**config.mk**
```make
export PLATFORM = sky130hd
export DESIGN_NAME = gb_cpu_instr_fetch_flat
export DESIGN_NICKNAME = d
export VERILOG_FILES = /design/src/rtl/gb_cpu_instr_fetch_pkg.sv /design/src/rtl/gb_cpu_instr_fetch_if.sv /design/src/rtl/gb_cpu_instr_fetch_prioritizer.sv /design/src/rtl/gb_cpu_instr_fetch.sv /design/src/flat_wrapper.sv
export SDC_FILE = /design/constraint.sdc
export NUM_CORES = 1
export LEC_CHECK = 0
export CAP_MARGIN = 20
export CORE_MARGIN = 1.5
export CORE_UTILIZATION = 39
export CTS_CLUSTER_DIAMETER = 120
export CTS_CLUSTER_SIZE = 24
export DETAILED_ROUTE_END_ITERATION = 8
export PLACE_DENSITY_LB_ADDON = 0.3
export SYNTH_ARGS = -nofsm -noshare
export SYNTH_HDL_FRONTEND = slang
export SYNTH_SLANG_ARGS = --single-unit
```
**constraint.sdc**
```tcl
create_clock -name clk -period 1.85 [get_ports clk]
set_clock_uncertainty 0.15 [all_clocks]
set_input_delay 0.37 -clock clk [delete_from_list [all_inputs] [get_ports clk]]
set_output_delay 0.37 -clock clk [all_outputs]
set_load 0.02 [all_outputs]
```
**src/rtl/gb_cpu_instr_fetch_pkg.sv**
```systemverilog
// Shared types and constants for the instruction-fetch front end:
// fetch states, interrupt bit names and the default dispatch constants.
package gb_cpu_instr_fetch_pkg;

    typedef enum logic [1:0] {
        FETCH    = 2'd0,
        HALTED   = 2'd1,
        DISPATCH = 2'd2
    } fetch_state_t;

    // Bit positions in IE/IF, highest priority first.
    typedef enum logic [2:0] {
        VBLANK = 3'd0,
        STAT   = 3'd1,
        TIMER  = 3'd2,
        SERIAL = 3'd3,
        JOYPAD = 3'd4
    } irq_bit_t;

    localparam logic [7:0] IRQ_PSEUDO_OPCODE_DEF = 8'hD3;
    localparam logic [7:0] VECTOR_BASE_DEF       = 8'h40;
    localparam int         VECTOR_STRIDE_DEF     = 8;

    function automatic logic [7:0] irq_vector_of(input logic [7:0] base,
                                                 input int stride,
                                                 input logic [2:0] idx);
        return base + 8'(stride) * {5'b0, idx};
    endfunction

endpackage

```
**src/rtl/gb_cpu_instr_fetch_if.sv**
```systemverilog
// Bus bundle between the fetch unit, the data-bus latch, the interrupt
// registers and the decoder. Inputs are level signals sampled on each M-cycle edge.
interface gb_cpu_instr_fetch_if;
    import gb_cpu_instr_fetch_pkg::*;

    logic [7:0]   data_bus_i;
    logic         m_cycle_last;
    logic         cb_prefix_i;
    logic         halt_req;
    logic         ime;
    logic [4:0]   ie_reg;
    logic [4:0]   if_reg;
    logic [7:0]   opcode_o;
    logic         cb_prefix_o;
    logic         fetch_valid_o;
    logic         irq_dispatch_o;
    logic [7:0]   irq_vector_o;
    logic [4:0]   irq_ack_o;
    logic         halted_o;
    logic         pc_hold_o;
    fetch_state_t state_dbg;

    // Fetch-unit side.
    modport master (
        input  data_bus_i, m_cycle_last, cb_prefix_i, halt_req, ime, ie_reg, if_reg,
        output opcode_o, cb_prefix_o, fetch_valid_o, irq_dispatch_o, irq_vector_o,
               irq_ack_o, halted_o, pc_hold_o, state_dbg
    );

    // Surrounding core side.
    modport slave (
        output data_bus_i, m_cycle_last, cb_prefix_i, halt_req, ime, ie_reg, if_reg,
        input  opcode_o, cb_prefix_o, fetch_valid_o, irq_dispatch_o, irq_vector_o,
               irq_ack_o, halted_o, pc_hold_o, state_dbg
    );
endinterface

```
**src/rtl/gb_cpu_instr_fetch_prioritizer.sv**
```systemverilog
// Combinational interrupt prioritizer: lowest pending bit wins and
// selects its one-hot acknowledge and its dispatch vector.
module gb_cpu_irq_prioritizer
    import gb_cpu_instr_fetch_pkg::*;
#(
    parameter logic [7:0] VECTOR_BASE   = VECTOR_BASE_DEF,
    parameter int         VECTOR_STRIDE = VECTOR_STRIDE_DEF
) (
    input  logic [4:0] ie_reg,
    input  logic [4:0] if_reg,
    output logic [4:0] sel,
    output logic [7:0] vector,
    output logic       any_pend
);
    logic [4:0] pend;
    logic [2:0] idx;

    assign pend     = ie_reg & if_reg;
    assign any_pend = |pend;
    assign sel      = pend & (~pend + 5'd1);

    always_comb begin
        idx = 3'd0;
        // Scan downward so the lowest set bit is the last one written.
        for (int i = 4; i >= 0; i--) begin
            if (pend[i]) idx = 3'(i);
        end
    end

    assign vector = irq_vector_of(VECTOR_BASE, VECTOR_STRIDE, idx);

endmodule

```
**src/rtl/gb_cpu_instr_fetch.sv**
```systemverilog
// Opcode-stream producer: on the fetch-overlap M-cycle it latches the next
// opcode, injects the interrupt-dispatch pseudo-opcode, or parks the core in HALT.
module gb_cpu_instr_fetch
    import gb_cpu_instr_fetch_pkg::*;
#(
    parameter logic [7:0] IRQ_PSEUDO_OPCODE = IRQ_PSEUDO_OPCODE_DEF,
    parameter logic [7:0] VECTOR_BASE       = VECTOR_BASE_DEF,
    parameter int         VECTOR_STRIDE     = VECTOR_STRIDE_DEF
) (
    input  logic                   clk,
    input  logic                   reset,
    gb_cpu_instr_fetch_if.master   bus
);
    fetch_state_t state_q, state_d;
    logic [7:0]   opcode_q, opcode_d;
    logic         cb_q, cb_d;
    logic         fv_q, fv_d;
    logic [7:0]   vec_q, vec_d;
    logic [4:0]   ack_q, ack_d;
    logic         pch_q, pch_d;

    logic [4:0]   irq_sel;
    logic [7:0]   irq_vec;
    logic         irq_any;

    logic         do_fetch, do_dispatch, fetch_cb, fetch_hold;

    gb_cpu_irq_prioritizer #(
        .VECTOR_BASE   (VECTOR_BASE),
        .VECTOR_STRIDE (VECTOR_STRIDE)
    ) u_prio (
        .ie_reg   (bus.ie_reg),
        .if_reg   (bus.if_reg),
        .sel      (irq_sel),
        .vector   (irq_vec),
        .any_pend (irq_any)
    );

    always_comb begin
        state_d     = state_q;
        do_fetch    = 1'b0;
        do_dispatch = 1'b0;
        fetch_cb    = 1'b0;
        fetch_hold  = 1'b0;

        unique case (state_q)
            FETCH: begin
                if (bus.m_cycle_last) begin
                    // CB and its opcode are never split by an interrupt.
                    if (bus.cb_prefix_i) begin
                        do_fetch = 1'b1;
                        fetch_cb = 1'b1;
                    end else if (bus.ime && irq_any) begin
                        do_dispatch = 1'b1;
                    end else if (bus.halt_req && irq_any) begin
                        do_fetch   = 1'b1;
                        fetch_hold = 1'b1;
                    end else if (bus.halt_req) begin
                        state_d = HALTED;
                    end else begin
                        do_fetch = 1'b1;
                    end
                end
            end
            HALTED: begin
                if (irq_any) begin
                    if (bus.ime) begin
                        do_dispatch = 1'b1;
                    end else begin
                        do_fetch = 1'b1;
                        state_d  = FETCH;
                    end
                end
            end
            DISPATCH: begin
                // IME is still visible for one cycle here, so skip the interrupt check.
                if (bus.m_cycle_last) begin
                    do_fetch = 1'b1;
                    state_d  = FETCH;
                end
            end
            default: state_d = FETCH;
        endcase
    end

    always_comb begin
        opcode_d = opcode_q;
        cb_d     = cb_q;
        fv_d     = 1'b0;
        vec_d    = vec_q;
        ack_d    = 5'd0;
        pch_d    = pch_q;

        if (do_dispatch) begin
            opcode_d = IRQ_PSEUDO_OPCODE;
            cb_d     = 1'b0;
            vec_d    = irq_vec;
            ack_d    = irq_sel;
            fv_d     = 1'b1;
            pch_d    = 1'b0;
        end else if (do_fetch) begin
            opcode_d = bus.data_bus_i;
            cb_d     = fetch_cb;
            fv_d     = 1'b1;
            pch_d    = fetch_hold;
        end
    end

    // Dispatch overrides the FETCH/HALTED next-state chosen above.
    fetch_state_t state_n;
    assign state_n = do_dispatch ? DISPATCH : state_d;

    always_ff @(posedge clk or posedge reset) begin
        if (reset) begin
            state_q  <= FETCH;
            opcode_q <= 8'h00;
            cb_q     <= 1'b0;
            fv_q     <= 1'b0;
            vec_q    <= 8'h00;
            ack_q    <= 5'd0;
            pch_q    <= 1'b0;
        end else begin
            state_q  <= state_n;
            opcode_q <= opcode_d;
            cb_q     <= cb_d;
            fv_q     <= fv_d;
            vec_q    <= vec_d;
            ack_q    <= ack_d;
            pch_q    <= pch_d;
        end
    end

    assign bus.opcode_o       = opcode_q;
    assign bus.cb_prefix_o    = cb_q;
    assign bus.fetch_valid_o  = fv_q;
    assign bus.irq_dispatch_o = (state_q == DISPATCH);
    assign bus.irq_vector_o   = vec_q;
    assign bus.irq_ack_o      = ack_q;
    assign bus.halted_o       = (state_q == HALTED);
    assign bus.pc_hold_o      = pch_q;
    assign bus.state_dbg      = state_q;

endmodule
```
**src/flat_wrapper.sv**
```systemverilog
// flat-port wrapper written by rule: the top's interface ports become plain ports
module gb_cpu_instr_fetch_flat import gb_cpu_instr_fetch_pkg::*;
#(
    parameter logic [7:0] IRQ_PSEUDO_OPCODE = IRQ_PSEUDO_OPCODE_DEF,
    parameter logic [7:0] VECTOR_BASE       = VECTOR_BASE_DEF,
    parameter int         VECTOR_STRIDE     = VECTOR_STRIDE_DEF
)
  (clk, reset, bus_data_bus_i, bus_m_cycle_last, bus_cb_prefix_i, bus_halt_req, bus_ime, bus_ie_reg, bus_if_reg, bus_opcode_o, bus_cb_prefix_o, bus_fetch_valid_o, bus_irq_dispatch_o, bus_irq_vector_o, bus_irq_ack_o, bus_halted_o, bus_pc_hold_o, bus_state_dbg);
  gb_cpu_instr_fetch_if bus_i ();
  input  logic clk;
  input  logic reset;
  input wire logic [$bits(bus_i.data_bus_i)-1:0] bus_data_bus_i;
  input wire logic [$bits(bus_i.m_cycle_last)-1:0] bus_m_cycle_last;
  input wire logic [$bits(bus_i.cb_prefix_i)-1:0] bus_cb_prefix_i;
  input wire logic [$bits(bus_i.halt_req)-1:0] bus_halt_req;
  input wire logic [$bits(bus_i.ime)-1:0] bus_ime;
  input wire logic [$bits(bus_i.ie_reg)-1:0] bus_ie_reg;
  input wire logic [$bits(bus_i.if_reg)-1:0] bus_if_reg;
  output wire logic [$bits(bus_i.opcode_o)-1:0] bus_opcode_o;
  output wire logic [$bits(bus_i.cb_prefix_o)-1:0] bus_cb_prefix_o;
  output wire logic [$bits(bus_i.fetch_valid_o)-1:0] bus_fetch_valid_o;
  output wire logic [$bits(bus_i.irq_dispatch_o)-1:0] bus_irq_dispatch_o;
  output wire logic [$bits(bus_i.irq_vector_o)-1:0] bus_irq_vector_o;
  output wire logic [$bits(bus_i.irq_ack_o)-1:0] bus_irq_ack_o;
  output wire logic [$bits(bus_i.halted_o)-1:0] bus_halted_o;
  output wire logic [$bits(bus_i.pc_hold_o)-1:0] bus_pc_hold_o;
  output wire logic [$bits(bus_i.state_dbg)-1:0] bus_state_dbg;
  assign bus_i.data_bus_i = bus_data_bus_i;
  assign bus_i.m_cycle_last = bus_m_cycle_last;
  assign bus_i.cb_prefix_i = bus_cb_prefix_i;
  assign bus_i.halt_req = bus_halt_req;
  assign bus_i.ime = bus_ime;
  assign bus_i.ie_reg = bus_ie_reg;
  assign bus_i.if_reg = bus_if_reg;
  assign bus_opcode_o = bus_i.opcode_o;
  assign bus_cb_prefix_o = bus_i.cb_prefix_o;
  assign bus_fetch_valid_o = bus_i.fetch_valid_o;
  assign bus_irq_dispatch_o = bus_i.irq_dispatch_o;
  assign bus_irq_vector_o = bus_i.irq_vector_o;
  assign bus_irq_ack_o = bus_i.irq_ack_o;
  assign bus_halted_o = bus_i.halted_o;
  assign bus_pc_hold_o = bus_i.pc_hold_o;
  assign bus_state_dbg = bus_i.state_dbg;
  gb_cpu_instr_fetch #(.IRQ_PSEUDO_OPCODE(IRQ_PSEUDO_OPCODE), .VECTOR_BASE(VECTOR_BASE), .VECTOR_STRIDE(VECTOR_STRIDE)) u_core (.clk(clk), .reset(reset), .bus(bus_i));
endmodule
```
# Word-level counts from Yosys, hierarchy flattened
# Cells that the tools add are included.
dict set report totals {
  out_inout_bits 28
  reg_bits 26
}
dict set report classes {
  addsub 2
  reduce_logical 6
  bitwise 3
  n_mux 47
  eq_ne 10
}
# cell count
set op_table {}
lappend op_table {{2-to-1 mux 1 bit} 27}
lappend op_table {{inequality test 3 x 2 -> 1 bit, second input constant} 7}
lappend op_table {{2-to-1 mux 2 bit} 9}
lappend op_table {{2-to-1 mux 8 bit} 2}
lappend op_table {{2-to-1 mux 3 bit} 5}
lappend op_table {{AND 5 bit} 2}
lappend op_table {{adder 7 x 6 -> 8 bit, first input constant} 1}
lappend op_table {{AND reduction 8 bit} 1}
lappend op_table {{one-hot mux 2 bit (3 select lines)} 1}
lappend op_table {{adder 5 x 1 -> 5 bit, second input constant} 1}
lappend op_table {{2-to-1 mux 5 bit} 1}
lappend op_table {{inverter 5 bit} 1}
lappend op_table {{OR reduction 5 bit} 1}
lappend op_table {{inequality test 3 x 1 -> 1 bit, second input constant} 1}
lappend op_table {{one-hot mux 1 bit (3 select lines)} 1}
lappend op_table {{equality test 2 x 1 -> 1 bit, second input constant} 1}
lappend op_table {{equality test 2 bit, second input constant} 1}
lappend op_table {{logical AND 1 bit} 2}
lappend op_table {{logical NOT 2 bit} 1}
lappend op_table {{one-hot mux 1 bit (2 select lines)} 1}
lappend op_table {{nonzero test 2 bit} 1}

# Logic depth before layout (Yosys ltp)
dict set report depth {
  depth_word 10
  mapped_depth 5
}

# Hierarchy
# From an unflattened synthesis, not the netlist that was laid out.
dict set report hier_totals {
  hier_cells 118
  hier_area_um2 1330.0
}
# mod area_each_um2 n_inst cells_per_inst
set modules_own_cells {}
lappend modules_own_cells {gb_cpu_instr_fetch 1182.4 1 94}
lappend modules_own_cells {gb_cpu_irq_prioritizer 147.6 1 24}

# Least setup slack after synthesis
# Ideal clock, no wire load.
dict set report synth_timing {
  path_type {reg-to-reg}
  startpoint {reg u_core.state_q[1], in the netlist u_core.bus.state_dbg[1]}
  endpoint {reg u_core.pch_q, in the netlist u_core.bus.pc_hold_o}
  period_less_slack_ns 1.675
  setup_slack_ns 0.175
  stages_incl_launch_ff 6
  t_arrival_ns 1.405
  cell_sequence {dfrtp_1 -> o21bai_1 -> a311oi_1 -> a211oi_2 -> buf_6 -> a31o_1}
}
dict set report synth_between {
  elab_chain_len 4
  elab_cells_between_ends 9
}
# item line
set synth_rtl {}
lappend synth_rtl {{start, declared} gb_cpu_instr_fetch.sv:14} ;# fetch_state_t state_q, state_d;
lappend synth_rtl {{start signal, assigned} gb_cpu_instr_fetch.sv:123} ;# state_q <= state_n;
lappend synth_rtl {{logical NOT 2 bit} gb_cpu_instr_fetch.sv:46} ;# unique case (state_q)
lappend synth_rtl {{2-to-1 mux 1 bit} gb_cpu_instr_fetch.sv:46}
lappend synth_rtl {{2-to-1 mux 1 bit} gb_cpu_instr_fetch.sv:101} ;# end else if (do_fetch) begin
lappend synth_rtl {{2-to-1 mux 1 bit} gb_cpu_instr_fetch.sv:94} ;# if (do_dispatch) begin
lappend synth_rtl {{end signal, assigned} gb_cpu_instr_fetch.sv:129} ;# pch_q <= pch_d;
lappend synth_rtl {{end, declared} gb_cpu_instr_fetch.sv:20} ;# logic pch_q, pch_d;
# Several ways; a longest one is shown, not always the timed one. The select of a mux whose other input is x is not followed.
# A chain may end at the register's enable or synchronous reset.

# Final worst setup path
dict set report layout_timing {
  startpoint {in bus_ie_reg[2]}
  endpoint {reg u_core.opcode_q[0], in the netlist u_core.bus.opcode_o[0]}
}
dict set report layout_between {
  elab_chain_len 9
  elab_cells_between_ends 17
}
# item line
set layout_rtl {}
lappend layout_rtl {{start, declared} flat_wrapper.sv:17} ;# input wire logic [$bits(bus_i.ie_reg)-1:0] bus_ie_reg;
lappend layout_rtl {{AND 5 bit *} gb_cpu_instr_fetch_prioritizer.sv:18} ;# assign pend = ie_reg & if_reg;
lappend layout_rtl {{OR reduction 5 bit *} gb_cpu_instr_fetch_prioritizer.sv:19} ;# assign any_pend = |pend;
lappend layout_rtl {{logical AND 1 bit} gb_cpu_instr_fetch.sv:55} ;# end else if (bus.halt_req && irq_any) begin
lappend layout_rtl {{2-to-1 mux 1 bit} gb_cpu_instr_fetch.sv:55}
lappend layout_rtl {{2-to-1 mux 1 bit} gb_cpu_instr_fetch.sv:53} ;# end else if (bus.ime && irq_any) begin
lappend layout_rtl {{2-to-1 mux 1 bit} gb_cpu_instr_fetch.sv:50} ;# if (bus.cb_prefix_i) begin
lappend layout_rtl {{2-to-1 mux 1 bit} gb_cpu_instr_fetch.sv:48} ;# if (bus.m_cycle_last) begin
lappend layout_rtl {{one-hot mux 1 bit (3 select lines)} gb_cpu_instr_fetch.sv:46}
lappend layout_rtl {{nonzero test 2 bit (no line)} -}
lappend layout_rtl {{end signal, assigned} gb_cpu_instr_fetch.sv:124} ;# opcode_q <= opcode_d;
lappend layout_rtl {{end, declared} gb_cpu_instr_fetch.sv:15} ;# logic [7:0] opcode_q, opcode_d;
# Mark *: on every way between the ends. The rest lies on a longest branch, timed or not.

==> key figures <==
Outcome
  • Status: completed

Drt
  • Routed via count: approximately 970
  • Pre-antenna DRT Iters: 4
  • Wire length per cell: 13.68 um
  • DRT antenna net count: 0
  • Routed wire length: 2654 um
  • DRT iter0 DRCs: 13
  • # DRC: 0
  • DR vias/cell: 4.974

Cells and area
  • Area grow syn2layout: 60.68%
  • N_diodes: 0
  • Filler cells: 214
  • Layout cells sized above 1: 0.1768
  • Fin area: around 1700 um^2
  • Utilization after layout: 0.6751
  • Most frequent cells in the layout: 29 x clkdlybuf4s50_1, 21 x dfrtp_1, 14 x buf_4
  • Most common cell after layout, fill and taps aside: clkdlybuf4s50_1
  • Final nets: 189
  • Final instance count without filler cells: 194

Synthesis
  • Post-synthesis mux area share: 0.08619
  • Dominant synthesized flop cell: dfrtp_1
  • Area leader, netlist: dfrtp_1
  • Cell Area, Synth: 1060 um^2
  • Synth top area share: 0.5195
  • Combinational family with the most area after synthesis: compound AO/OA/AOI/OAI gates
  • Asr flop ratio synth: 1.000
  • Warnings, synthesis: 0
  • Adder-cell share of the synthesized area: 0
  • Post-synth EDFFs: 0
  • Sequential-to-total area share from yosys stat: 0.5195
  • #FFs+latches synth: 22
  • Top cells by area, synth: dfrtp_1 52%, mux2i_1 7.6%, inv_1 4.3%
  • Synth Area in Compound Gates: 0.1700
  • Mean post-synth cell area: between 10 and 15 um^2
  • Post-synthesis cell type count: 30
  • Mapped Cells: 101
  • Synth Area in XOR/XNOR: 0
  • Simple-gate portion of the synthesized area: 0.1393

Critical path
  • CP Capture Type: register
  • Crit Path Max Fanout: 6
  • Setup Crit Path Kind: input port to register
  • R2R depth: 5
  • CP required: roughly 1.9 ns
  • Worst EP arrival: between 1.5 and 2 ns
  • R2R setup slack: 0.17 ns
  • Critical path startpoint category: input port

Power and ir drop
  • Sw Pwr: 417.5 uW
  • Total power: 1.325 mW
  • Seq pwr share: 0.440
  • P_leak: ~0.94 nW
  • Clock Power Share: 0.196
  • Pwr dens: 778.2 nW/um^2
  • Internal power: slightly above 900 uW
  • Sw Ratio: 0.3151
  • Max IR drop VDD: 0.5773 mV
  • Combinational Power Share: 0.364

CTS
  • Skew-Pair Late Insertion Delay: 0.30 ns
  • Clk sink count: 22
  • Hold-fix buffers, CTS: 0
  • H-tree depth: 1
  • Root Buffer: clkbuf_4
  • CTS tree: built
  • Num CTS Buffers: 3
  • Clock-pin slew on the worst setup and hold paths: 0.12 ns
  • Clock Path Buffers: 2

Floorplanning
  • Die ar.: about 3000 um^2
  • Ports: 52
  • Die width: 55.13 um
  • Cell Rows: 18
  • Chip height: 55.13 um
  • Total core area: 2522 um^2
  • Initial Utilization: 0.4201

STA
  • Max Clock Freq: 556.0 MHz
  • Final TNS setup: 0 ns
  • Crit share post-route: 0.9722
  • Final WS setup: about 0.052 ns
  • Pins Over Slew Limit: 0
  • Final hold vios: 0
  • Fin crit period: 1.798 ns
  • Final setup fails: 0
  • Final hold slack: approximately 0.15 ns

Job
  • Max cap viols: 0

Place
  • Final HPWL DP: roughly 2100 um
  • Placed insts: 187
  • # port buffers: 47
  • Pre-CTS setup slack: -0.3274 ns
  • Gpl congestion: 0.8090
  • Post-DP Area: roughly 1600 um^2

GRT
  • Initial antenna violation count: 0
  • Global-route wire length before repair: between 4000 and 5000 um
  • Total Routing Usage GR: 0.1952
  • Largest net degree at the start of global routing: 15
  • Vias in the first global route: roughly 900
  • Total grt overflow: 0

Worst hold path
  • HP Class: input port to asynchronous set/reset pin
==> worst paths after layout <==
path | from | end
max | bus_ie_reg[2] | u_core.bus.opcode_o[0]
min | reset | u_core.bus.irq_ack_o[0]
max reg2reg | u_core.bus.state_dbg[1] | u_core.bus.cb_prefix_o
min reg2reg | u_core.bus.irq_vector_o[6] | u_core.bus.irq_vector_o[6]
max in group asynchronous | reset | u_core.bus.state_dbg[0]
min in group clk | bus_if_reg[2] | u_core.bus.irq_ack_o[2]
==> repair_timing <==
item,4_1_cts,5_1_grt
pin swaps,1,3
gates cloned,0,0
setup buffers,0,3
setup endpoints to repair,6,18
resized for setup,5,19
==> worst max-delay path, cell delays in order <==
cell	delay [ns]
clkdlybuf4s50_1	0.46
a22oi_4	0.22
a311oi_1	0.13
a211oi_2	0.29
buf_4	0.22
mux2i_1	0.19
==> metal layers <==
metal  GRT usage  vias to the layer above  wire (um)
li1            -                      464          -
met1      0.2560                      462       1147
met2      0.3214                       36       1326
met3     0.03495                        3        153
met4     0.07317                        0         25
met5           0                        -          0
==> cell families (layout without fill, tap and decap cells) <==
| group | count (synthesis) | count (layout) |
|---|---|---|
| AO/OA/AOI/OAI | 23 | 23 |
| buffers and inverters | 17 | 77 |
| flip-flops | 22 | 22 |
| multiplexers | 9 | 9 |
| other | 1 | 4 |
| AND/OR/NAND/NOR | 29 | 29 |
==> cell usage after synthesis, drive strengths merged, types with 2 or more instances <==
master,number
nand2b,3
nand2,9
a22oi,2
o21ai,5
buf,5
mux2i,8
inv,12
a21oi,7
dfrtp,22
nor2b,2
nor2,4
nor3,6
nand3,2
==> registers in the layout, summed over array words and instances, names as in the netlist <==
register / count
u_core.bus.irq_vector_o: 4
u_core.bus.fetch_valid_o: 1
u_core.bus.cb_prefix_o: 1
u_core.bus.irq_ack_o: 5
u_core.bus.pc_hold_o: 1
u_core.bus.state_dbg: 2
u_core.bus.opcode_o: 8
==> cell type report <==
class | count | area (um^2) | area share
inverter | 12 | 45.04 | 0.02645
sequential | 22 | 551.8 | 0.3240
multi-input combinational | 65 | 437.9 | 0.2572
tap | 30 | 37.54 | 0.02204
timing repair buffer | 61 | 594.3 | 0.3490
clock buffer | 4 | 36.28 | 0.02131
==> power groups by stage <==
stage / Clock, mW / Sequential, mW / Combinational (mW)
global route: 0.293 / 0.590 / 0.516
CTS: 0.270 / 0.586 / 0.486
finish: 0.260 / 0.583 / 0.482
floorplan: 0 / 0.674 / 0.158
global placement: 0 / 0.592 / 0.477
detailed placement: 0 / 0.593 / 0.490
Note: power is estimated with default switching activity, not from simulation.
